<file path="src/rtl/vend_ctrl_param.sv">
// rtl/vend_ctrl_param.sv - parametrised coin-accumulating vending controller with streamed change
//
// Accumulates coins (10c units) until credit >= PRICE, pulses goods for one cycle,
// then pays out the remainder as greedy change beats over a valid/ready link.
//
// Parameters:
//   PRICE     item price in 10c units (1..31)
//   CREDIT_W  credit/change width, must hold PRICE+4
//
// Ports:
//   clk, rst_n          clock, asynchronous active-low reset
//   coin_vld, coin_val  coin strobe and denomination (0=10c 1=20c 2=50c 3=invalid)
//   cancel              refund request (used only with VEND_CANCEL_EN)
//   coin_rej            1-cycle pulse, previous coin strobe not accepted
//   goods               1-cycle dispense pulse
//   chg_vld, chg_coin   change beat and its denomination (coin_val encoding)
//   chg_rdy             hopper accepts the current beat
//   credit              accumulated credit, or remaining change once vending
//   busy                high while vending or paying change
//
// Optional feature macro: VEND_CANCEL_EN (refund of collected credit on cancel).

module vend_ctrl_param #(
  parameter int PRICE    = 6,
  parameter int CREDIT_W = 5
) (
  input  logic                clk,
  input  logic                rst_n,
  input  logic                coin_vld,
  input  logic [1:0]          coin_val,
  input  logic                cancel,
  output logic                coin_rej,
  output logic                goods,
  output logic                chg_vld,
  output logic [1:0]          chg_coin,
  input  logic                chg_rdy,
  output logic [CREDIT_W-1:0] credit,
  output logic                busy
);

  if (PRICE < 1 || PRICE > 31) begin : g_bad_price
    $error("vend_ctrl_param: PRICE must be in 1..31");
  end
  if ((PRICE + 4) >= (1 << CREDIT_W)) begin : g_bad_width
    $error("vend_ctrl_param: CREDIT_W cannot hold PRICE+4");
  end

  localparam logic [1:0] S_IDLE    = 2'd0;
  localparam logic [1:0] S_COLLECT = 2'd1;
  localparam logic [1:0] S_VEND    = 2'd2;
  localparam logic [1:0] S_CHANGE  = 2'd3;

  localparam logic [CREDIT_W-1:0] PRICE_C = CREDIT_W'(PRICE);

  function automatic logic [CREDIT_W-1:0] coin_amt(input logic [1:0] code);
    case (code)
      2'd0:    coin_amt = CREDIT_W'(1);
      2'd1:    coin_amt = CREDIT_W'(2);
      2'd2:    coin_amt = CREDIT_W'(5);
      default: coin_amt = '0;
    endcase
  endfunction

  logic [1:0]          state_q, state_d;
  logic [CREDIT_W-1:0] credit_q, credit_d;
  logic                rej_q, rej_d;
  logic                coin_ok;
  logic [CREDIT_W-1:0] sum;
  logic [1:0]          greedy;

  assign busy    = (state_q == S_VEND) || (state_q == S_CHANGE);
  assign goods   = (state_q == S_VEND);
  assign chg_vld = (state_q == S_CHANGE);
  assign credit  = credit_q;
  assign coin_rej = rej_q;

  // Denomination follows the remaining credit only, which moves solely on a
  // completed handshake, so the beat stays stable while the hopper stalls.
  always_comb begin
    greedy = 2'd0;
    if (credit_q >= CREDIT_W'(5))      greedy = 2'd2;
    else if (credit_q >= CREDIT_W'(2)) greedy = 2'd1;
  end
  assign chg_coin = chg_vld ? greedy : 2'd0;

  assign coin_ok = coin_vld && (coin_val != 2'd3) && !busy;
  assign sum     = credit_q + coin_amt(coin_val);

`ifndef VEND_CANCEL_EN
  logic unused_cancel;
  assign unused_cancel = cancel;
`endif

  always_comb begin
    state_d  = state_q;
    credit_d = credit_q;
    rej_d    = coin_vld && !coin_ok;
    case (state_q)
      S_IDLE, S_COLLECT: begin
        if (coin_ok) begin
          if (sum >= PRICE_C) begin
            // Credit switches to the remaining change as VEND is entered.
            credit_d = sum - PRICE_C;
            state_d  = S_VEND;
          end else begin
            credit_d = sum;
            state_d  = S_COLLECT;
          end
        end
`ifdef VEND_CANCEL_EN
        // Cancel overrides a vend: a coin on the same edge is added, then the
        // whole new credit is refunded.
        if (state_q == S_COLLECT && cancel) begin
          credit_d = coin_ok ? sum : credit_q;
          state_d  = S_CHANGE;
        end
`endif
      end
      S_VEND: begin
        state_d = (credit_q == '0) ? S_IDLE : S_CHANGE;
      end
      S_CHANGE: begin
        if (chg_rdy) begin
          credit_d = credit_q - coin_amt(greedy);
          if (credit_d == '0) state_d = S_IDLE;
        end
      end
      default: state_d = S_IDLE;
    endcase
  end

  always_ff @(posedge clk or negedge rst_n) begin
    if (!rst_n) begin
      state_q  <= S_IDLE;
      credit_q <= '0;
      rej_q    <= 1'b0;
    end else begin
      state_q  <= state_d;
      credit_q <= credit_d;
      rej_q    <= rej_d;
    end
  end

endmodule

</file>
<file path="config.mk">
export PLATFORM = sky130hd
export DESIGN_NAME = vend_ctrl_param
export DESIGN_NICKNAME = d
export VERILOG_FILES = /design/src/rtl/vend_ctrl_param.sv
export SDC_FILE = /design/constraint.sdc
export NUM_CORES = 1
export LEC_CHECK = 0
export CAP_MARGIN = 20
export CORE_MARGIN = 4
export CORE_UTILIZATION = 40
export DETAILED_ROUTE_END_ITERATION = 8
export GPL_ROUTABILITY_DRIVEN = 0
export PLACE_DENSITY = 0.65
export RECOVER_POWER = 100
export SYNTH_ARGS = -nofsm -noshare
export SYNTH_HDL_FRONTEND = slang
export SYNTH_SLANG_ARGS = --single-unit
</file>
<file path="constraint.sdc">
create_clock -name clk -period 3.15 [get_ports clk]
set_input_delay 0.63 -clock clk [delete_from_list [all_inputs] [get_ports clk]]
set_output_delay 0.63 -clock clk [all_outputs]
set_load 0.01 [all_outputs]
</file>
Word level (Yosys, flattened, before mapping)
Index checks and enable logic that the tools add are counted.
{"block": "op_classes", "add_sub_neg": 3, "magnitude_cmp": 3, "eq_ne": 11, "n_mux": 17, "n_reduce_logical": 15}
{"op": "2-to-1 mux 5 bit", "n": 5}
{"op": "case mux 3 bit (3 select lines)", "n": 2}
{"op": "2-to-1 mux 2 bit", "n": 7}
{"op": ">= comparator 5 x 3 -> 1 bit (second input constant)", "n": 2}
{"op": "logical NOT 5 bit", "n": 2}
{"op": "case mux 5 bit (2 select lines)", "n": 1}
{"op": "equality test 2 bit (second input constant)", "n": 4}
{"op": "equality test 2 x 1 -> 1 bit (second input constant)", "n": 3}
{"op": "logical NOT 2 bit", "n": 3}
{"op": "case mux 2 bit (3 select lines)", "n": 1}
{"op": "AND reduction 3 bit", "n": 2}
{"op": "adder 5 bit", "n": 1}
{"op": ">= comparator 5 x 2 -> 1 bit (second input constant)", "n": 1}
{"op": "subtractor 5 x 3 -> 5 bit (second input constant)", "n": 1}
{"op": "subtractor 5 bit", "n": 1}
{"op": "inequality test 2 x 1 -> 1 bit (second input constant)", "n": 2}
{"op": "inequality test 2 bit (second input constant)", "n": 2}
{"op": "logical AND 1 bit", "n": 3}
{"op": "logical NOT 1 bit", "n": 2}
{"op": "nonzero test 2 bit", "n": 1}
{"op": "OR reduction 2 bit", "n": 1}
{"op": "logical OR 1 bit", "n": 1}
{"op": "2-to-1 mux 1 bit", "n": 1}
{"block": "word_totals", "regBits": 8, "input_bits": 7, "out_inout_bits": 11, "word_cells": 52}

Logic depth before layout (Yosys ltp)
{"block": "depth", "word_depth": 12, "depth_mapped": 11, "mapped_depth_nobuf": 11}

Worst setup path before layout
OpenSTA, ideal clock, no wires.
{"block": "synth_timing", "path_kind": "register -> register", "startpoint": "register credit_q[1], in the netlist credit[1]", "endpoint": "register state_q[0]", "setup_ps": 146, "t_arrival_ps": 2482, "slack_ps": 522, "path_stages_with_launch": 10, "synth_period_minus_slack_ps": 2628, "path_cell_list": "dfrtp_1 o21a_1 nor3_1 o21ai_0 ha_1 inv_1 fa_1 nand4b_1 nor4bb_1 o221ai_1"}
{"block": "synth_between", "elab_chain_len": 11}
{"element": "from (decl)", "line_no": "65", "source": "logic [CREDIT_W-1:0] credit_q, credit_d;"}
{"element": "from (signal assigned)", "line_no": "139", "source": "credit_q <= credit_d;"}
{"element": ">= comparator 5 x 2 -> 1 bit", "line_no": "82", "source": "else if (credit_q >= CREDIT_W'(2)) greedy = 2'd1;"}
{"element": "2-to-1 mux 1 bit", "line_no": "82"}
{"element": "2-to-1 mux 2 bit", "line_no": "81", "source": "if (credit_q >= CREDIT_W'(5)) greedy = 2'd2;"}
{"element": "equality test 2 bit (tied with other cells)", "line_no": "56", "source": "case (code)"}
{"element": "case mux 3 bit (3 select lines)", "line_no": "56"}
{"element": "2-to-1 mux 5 bit", "line_no": "123", "source": "if (chg_rdy) begin"}
{"element": "2-to-1 mux 5 bit", "line_no": "98", "source": "case (state_q)"}
{"element": "subtractor 5 bit", "line_no": "124", "source": "credit_d = credit_q - coin_amt(greedy);"}
{"element": "logical NOT 5 bit", "line_no": "125", "source": "if (credit_d == '0) state_d = S_IDLE;"}
{"element": "inequality test 2 x 1 -> 1 bit (no source line)"}
{"element": "AND reduction 3 bit (no source line)"}
{"element": "to (signal assigned)", "line_no": "138", "source": "state_q <= state_d;"}
{"element": "to (decl)", "line_no": "64", "source": "logic [1:0] state_q, state_d;"}
Parallel ways exist; a longest one is shown, timed or not. The select of a mux whose other input is x is not followed.
A chain may end at the register's enable or synchronous reset.

Worst setup path in the final report
{"block": "layout_timing", "startpoint": "input port coin_val[0]", "endpoint": "register credit_q[1], in the netlist credit[1]"}
{"block": "layout_between", "elab_chain_len": 7}
{"element": "from (decl)", "line_no": "30", "source": "input logic [1:0] coin_val,"}
{"element": "equality test 2 bit (tied with other cells)", "line_no": "56"}
{"element": "case mux 3 bit (3 select lines)", "line_no": "56"}
{"element": "adder 5 bit", "line_no": "87", "source": "assign sum = credit_q + coin_amt(coin_val);"}
{"element": "subtractor 5 x 3 -> 5 bit or >= comparator 5 x 3 -> 1 bit (tied branches)", "line_no": "103, 101"}
{"element": "2-to-1 mux 5 bit", "line_no": "101", "source": "if (sum >= PRICE_C) begin"}
{"element": "2-to-1 mux 5 bit", "line_no": "100", "source": "if (coin_ok) begin"}
{"element": "case mux 5 bit (2 select lines)", "line_no": "98"}
Parallel ways exist; a longest one is shown, timed or not. The select of a mux whose other input is x is not followed.

==> results summary <==
The share of cells above drive strength 1 came out at 0.0968. IR analysis of the VDD net gives a maximum drop of 604 µV. The floorplan step defined a die boundary enclosing 2910 µm². The minimum period implied by the final worst setup slack is 2.95 ns. The die is 53.9 µm wide. After synthesis the cells add up to 843 µm². Of the total synthesized cell area, the portion taken by AND, OR, NAND and NOR gates is 0.246.

The synthesized-area fraction occupied by ao, oa, aoi and oai cells came to 0.257. The library cell used as clock root buffer is sky130_fd_sc_hd__clkbuf_4. The number of placement rows is 16. The average detailed-routed wire length per instance is 14.0 µm. The number of failing hold endpoints at the final stage is 0.

The worst slew margin relative to its limit is 0.629. The clock drives 8 sinks. Leaving out fill and tap cells, the most frequent cells in the layout are sky130_fd_sc_hd__dlygate4sd3_1, sky130_fd_sc_hd__nand2_1, sky130_fd_sc_hd__o21ai_0, sky130_fd_sc_hd__inv_1. The type of origin of the critical path is an input port. In this run the worst hold path is classified as flop to flop. Of the total synthesized cell area, the portion taken by XOR and XNOR cells is 0.0208. The share of total power dissipated in the clock network is 0.062. Summed over all cells, the static leakage comes to 0.468 nW. The worst endpoint data arrival time is 3.13 ns. The die outline height came out at 53.9 µm.

STA classifies the critical path endpoint as a flop. In the global route stage, overall resource usage came out at 0.177. The clock transition at the registers of the reported paths came out at 0.05 ns. After detailed routing, the number of vias per cell comes to 5.58. The max-cap check violation count came out at 0. The number of placed I/O pins came out at 18. The half-perimeter wire length after placement is 1730 µm. The layout overhead on the synthesized area is 26.7%. The number of slew-limit violations in the final report is 0. The via count of the first global-routing pass was 806.

The family with the most delay on the worst path is compound AO/OA/AOI/OAI gates. Derived from the worst setup path, the maximum achievable clock frequency is 339 MHz. The delay contributed by the slowest stage of the critical path came out at 0.48 ns. At the pin with the least slew margin, the transition time is 0.552 ns.

Of the total power, combinational logic draws 0.779. The net total in the final layout came out at 142. The synthesis warning total came out at 0. The run finished with clean final reports.

On the critical path, the stage with the largest delay is an instance of sky130_fd_sc_hd__clkdlybuf4s50_1. The initial utilization of the core area, before any placement, comes to 0.426. The portion of synthesized area spent on multiplexers is 0.0371. The maximum fanout along the worst path is 5. Leaving out fill and tap cells, the most frequent cell in the layout is sky130_fd_sc_hd__dlygate4sd3_1. By area, the combinational part of the netlist is dominated by compound AO/OA/AOI/OAI gates.

Wires add up to 2120 µm. The count of buffers added by post-CTS timing repair for setup is 0. The clock latency on the worst-skew pair is 0.25 ns.

The violation count after the first detailed-route iteration is 35. The share of synthesized cell area in full adder, half adder and majority cells came out at 0.151. The cell count after synthesis came out at 101. The first global-routing pass estimated 3550 µm of wire. The final critical-path share of the clock period came out at 0.936. The number of H-tree branching levels is 1.

The setup TNS after final layout came out at 0 ns. TritonCTS built the clock tree. The synthesized flop and latch total came out at 8.

The maximum number of pins on one net before global-route repair came out at 10. The post-route clock skew is 0.00263 ns. The total of hold buffers inserted after clock tree synthesis came out at 0.

The critical path goes through clkdlybuf4s50_1 > inv_1 > ha_1 > fa_1 > a21o_2 > a32oi_1 > o2111ai_1 > and4_4 > nor3_2. The power density over the cells is 1170 nW/µm². Of the total power, registers draw 0.159. The length of the first detailed-routing pass in iterations is 4. In this run the remaining antenna-violating nets after routing total 0. The proportion of synthesized chip area in sequential cells came out at 0.237. The power after layout is 1.25 mW.

The number of clock buffers added by TritonCTS is 3. The number of I/O port buffers is 16. The repair_antennas step left the layout with diodes totalling 0. The number of DRC violations after detailed routing came out at 0. The count of different cell masters after synthesis came out at 38. The routed layout has 843 vias. The post-synthesis net count is 117. Of the total power, the share spent switching nets is 0.490. The switching power came out at 0.614 mW.

The number of antenna violations at the first check in global routing was 0. The final number of setup-violating endpoints is 0. The number of instances resized during post-cts repair is 0. STA puts the critical path data required time at 3.33 ns. The mean instance size in the synthesized netlist is 8.35 µm².

The critical path class is input port to flop. The number of buffer and inverter instances along the worst setup path is 2. The worst-case clock buffer depth came out at 2. The overflow left after global routing came out at 0. The cell internal power dissipation is 0.639 mW. The total core area came out at 1980 µm². Setup repair after global routing left no endpoint under its margin.
-- worst paths after layout --
| kind | startpoint | end | slack (ns) | cells after the start |
|---|---|---|---|---|
| setup / recovery | coin_val[0] | credit[1]$_DFFE_PN0P_ | 0.20 | 9 |
| hold / removal | state_q[0]$_DFFE_PN0P_ | state_q[0]$_DFFE_PN0P_ | 0.66 | 2 |
| setup reg to reg | credit[0]$_DFFE_PN0P_ | state_q[0]$_DFFE_PN0P_ | 0.33 | 9 |
| hold reg to reg | state_q[0]$_DFFE_PN0P_ | state_q[0]$_DFFE_PN0P_ | 0.66 | 2 |
| max in group asynchronous | rst_n | state_q[0]$_DFFE_PN0P_ | 2.18 | 1 |
| min in group asynchronous | rst_n | credit[0]$_DFFE_PN0P_ | 0.71 | 1 |
-- through the flow --
stage	hold WS, ns	instance area [µm²]	std cells	worst slack, ns	util
finish	0.660	1070	151	0.202	0.539
floorplan	0.334	843	101	0.522	-
detailed placement	0.652	1070	148	0.112	0.542
global placement	0.639	1070	148	0.163	0.542
global route	0.708	1070	151	0.0654	0.539
CTS	0.647	1100	151	0.162	0.553
-- synth_stat cells --
library cell | instances | area (µm²)
sky130_fd_sc_hd__nand2_1 | 10 | 37.5
sky130_fd_sc_hd__inv_1 | 9 | 33.8
sky130_fd_sc_hd__dfrtp_1 | 8 | 200
sky130_fd_sc_hd__nor2_1 | 8 | 30.0
sky130_fd_sc_hd__o21ai_0 | 8 | 40.0
sky130_fd_sc_hd__a21oi_1 | 7 | 35.0
sky130_fd_sc_hd__ha_1 | 7 | 87.6
sky130_fd_sc_hd__nand3_1 | 4 | 20.0
sky130_fd_sc_hd__nor2b_1 | 3 | 18.8
sky130_fd_sc_hd__a211oi_1 | 2 | 15.0
sky130_fd_sc_hd__and3_1 | 2 | 12.5
sky130_fd_sc_hd__fa_1 | 2 | 40.0
sky130_fd_sc_hd__mux2i_1 | 2 | 20.0
sky130_fd_sc_hd__nor4_1 | 2 | 12.5
sky130_fd_sc_hd__o211ai_1 | 2 | 15.0
sky130_fd_sc_hd__o21ai_1 | 2 | 10.0
sky130_fd_sc_hd__o221ai_1 | 2 | 17.5
sky130_fd_sc_hd__a211o_1 | 1 | 8.76
sky130_fd_sc_hd__a21o_2 | 1 | 8.76
sky130_fd_sc_hd__a32oi_2 | 1 | 16.3
sky130_fd_sc_hd__and4_1 | 1 | 8.76
sky130_fd_sc_hd__and4_4 | 1 | 11.3
sky130_fd_sc_hd__buf_2 | 1 | 5.00
sky130_fd_sc_hd__clkbuf_1 | 1 | 3.75
sky130_fd_sc_hd__mux2_1 | 1 | 11.3
sky130_fd_sc_hd__nand3b_1 | 1 | 7.51
sky130_fd_sc_hd__nand4b_1 | 1 | 8.76
sky130_fd_sc_hd__nor2b_2 | 1 | 8.76
sky130_fd_sc_hd__nor3_1 | 1 | 5.00
sky130_fd_sc_hd__nor3_2 | 1 | 10.0
sky130_fd_sc_hd__nor4bb_1 | 1 | 10.0
sky130_fd_sc_hd__o2111ai_4 | 1 | 26.3
sky130_fd_sc_hd__o211a_1 | 1 | 10.0
sky130_fd_sc_hd__o21a_1 | 1 | 7.51
sky130_fd_sc_hd__o22ai_1 | 1 | 6.26
sky130_fd_sc_hd__or2_0 | 1 | 6.26
sky130_fd_sc_hd__xnor2_1 | 1 | 8.76
sky130_fd_sc_hd__xor2_1 | 1 | 8.76
-- state kept, by name, indices dropped and copies added (netlist names) --
| signal | count |
|---|---|
| credit | 5 |
| state_q | 2 |
| coin_rej | 1 |
-- area by class of cell --
cell class / instances / area (µm²)
Tap cell: 27 / 33.8
Multi-Input combinational cell: 82 / 581
Fill cell: 205 / 913
Timing Repair Buffer: 22 / 198
Sequential cell: 8 / 200
Inverter: 9 / 33.8
Clock buffer: 3 / 22.5
-- power groups by stage --
stage | combinational, mW | clock [mW] | sequential, mW
2_1_floorplan | 0.665 | 0 | 0.232
3_3_place_gp | 1.03 | 0 | 0.198
3_5_place_dp | 1.05 | 0 | 0.200
4_1_cts | 1.05 | 0.0806 | 0.199
5_1_grt | 1.11 | 0.0849 | 0.211
6_report | 0.976 | 0.0778 | 0.200
-- per-layer routing --
metal	global-route usage	vias up	wire (µm)
met5	0	-	0
met4	0.0894	0	36
met3	0.0277	4	92
met2	0.300	26	1020
met1	0.213	392	971
li1	-	421	-
-- worst register-to-register path, stage by stage (launching register included) --
cell and delay [ns]:
sky130_fd_sc_hd__dfrtp_1 0.44, sky130_fd_sc_hd__o21a_1 0.20, sky130_fd_sc_hd__nor3_2 0.25, sky130_fd_sc_hd__o21ai_0 0.20
sky130_fd_sc_hd__ha_1 0.24, sky130_fd_sc_hd__inv_1 0.08, sky130_fd_sc_hd__fa_1 0.42, sky130_fd_sc_hd__nand4b_1 0.19
sky130_fd_sc_hd__nor4bb_1 0.46, sky130_fd_sc_hd__o221ai_1 0.20
-- kinds of logic after synthesis --
family / Yosys count
simple gates: 38
compound gates: 30
buf+inv: 11
fa+ha+maj: 9
flops: 8
mux: 3
xor+xnor: 2
Note: power is estimated with default switching activity, not from simulation.
==> variant: new RTL, same flow settings <==
Build with the macro `VEND_CANCEL_EN` defined.
--- a/src/rtl/vend_ctrl_param.sv
+++ b/src/rtl/vend_ctrl_param.sv
@@ -19,6 +19,8 @@
 //   busy                high while vending or paying change
 //
 // Optional feature macro: VEND_CANCEL_EN (refund of collected credit on cancel).
+
+`define VEND_CANCEL_EN
 
 module vend_ctrl_param #(
   parameter int PRICE    = 6,
Check against the original RTL: not equivalent (a bounded check fails within 4 cycles, from zero or initial values and one cycle with rst_n low).
==> variant against the unedited design <==
Area after synthesis increased by 13%; final area increased by 13%; worst setup slack got worse by 8.7 ps; core utilization increased by 0.32 points; sequential power increased by 11%; first-iteration DRC count decreased by 20%; count of clock-buffer cells in the layout unchanged; sequential cell count unchanged; routed wire length increased by 22%; power increased by 1.6%; hold slack got worse by 14 ps; via count increased by 23%; register-to-register slack improved by 20 ps; critical endpoint is now state_q[0]$_DFFE_PN0P_; highest routed layer unchanged.
==> variant: results (changes against the unedited design) <==
{| class="wikitable"
! Metric !! Value
|-
| Outcome || complete, no violations (unchanged)
|-
| GR Util met1 || 22.30% (was 21.28%)
|-
| Worst IR Drop VDD || 0.6762 mV (was 0.6045 mV)
|-
| Top cells by area, synth || sky130_fd_sc_hd__dfrtp_1, sky130_fd_sc_hd__ha_1, sky130_fd_sc_hd__nor2_1 (was sky130_fd_sc_hd__dfrtp_1, sky130_fd_sc_hd__ha_1, sky130_fd_sc_hd__fa_1)
|-
| Met1 Routed Length || 1133 µm (was 971 µm)
|-
| Terminating pin of the worst hold path || credit[0]$_DFFE_PN0P_ (was state_q[0]$_DFFE_PN0P_)
|-
| Met3 GRT Util || 2.069% (was 2.770%)
|-
| Wire length of the first global-routing pass || 4478 µm (was 3546 µm)
|-
| Worst min-delay path startpoint || credit[0]$_DFFE_PN0P_ (was state_q[0]$_DFFE_PN0P_)
|-
| Port Buf Inserts || 17 (was 16)
|-
| Detailed-routed wire length on met2 || 1305 µm (was 1021 µm)
|-
| Nets || 168 (was 142)
|-
| Slew headroom || 71.77% (was 62.95%)
|-
| Period minus WS final || 2957 ps (was 2948 ps)
|-
| Fraction of the mapped netlist area in adder cells || 13.42% (was 15.13%)
|-
| Synthesized instance count || 126 (was 101)
|-
| Post-synthesis mux area share || 1.053% (was 3.709%)
|-
| Largest net degree at the start of global routing || 12 (was 10)
|-
| Share of the yosys chip area belonging to registers || 21.05% (was 23.74%)
|-
| Leading post-synthesis cells by instance count || sky130_fd_sc_hd__nor2_1, sky130_fd_sc_hd__inv_1, sky130_fd_sc_hd__nand2_1 (was sky130_fd_sc_hd__nand2_1, sky130_fd_sc_hd__inv_1, sky130_fd_sc_hd__dfrtp_1, sky130_fd_sc_hd__nor2_1, sky130_fd_sc_hd__o21ai_0)
|-
| Fraction of met2 tracks used by global routing || 30.03% (was 30.04%)
|-
| Switching power of the nets || 631.2 µW (was 613.9 µW)
|-
| Xor-xnor portion of the synthesized cell area || 1.842% (was 2.077%)
|-
| Capturing instance or port of the critical path || state_q[0]$_DFFE_PN0P_ (was credit[1]$_DFFE_PN0P_)
|-
| Reg2reg end || state_q[1]$_DFFE_PN0P_ (was state_q[0]$_DFFE_PN0P_)
|-
| Via count of the first global-routing pass || 979 (was 806)
|-
| Post-Place Cells || 175 (was 148)
|-
| Clock tree skew after final layout || 3.453 ps (was 2.631 ps)
|-
| Routed wire length on met3 || 127 µm (was 92 µm)
|}
[variant: changes by cell type after synthesis, moves of 3 or more]
| cell | delta |
|---|---|
| sky130_fd_sc_hd__nor2_1 | +7 |
| sky130_fd_sc_hd__a31oi_1 | +3 |
| sky130_fd_sc_hd__and3_1 | +3 |
| sky130_fd_sc_hd__inv_1 | +3 |
[variant: final cells by class]
cell class / count / area [µm²]
Clock buffer: 3 / 22.52
Fill cell: 221 / 1022
Inverter: 13 / 48.80
Multi-Input combinational cell: 102 / 689.4
Sequential cell: 8 / 200.2
Tap cell: 28 / 35.03
Timing Repair Buffer: 24 / 215.2
[variant: power groups by stage]
stage	clock (µW)	sequential, µW	combinational [µW]
3_5_place_dp	0	224	991
5_1_grt	86.9	232	1090
3_3_place_gp	0	222	978
2_1_floorplan	0	212	649
4_1_cts	79.2	223	1000
6_report	76.7	222	974
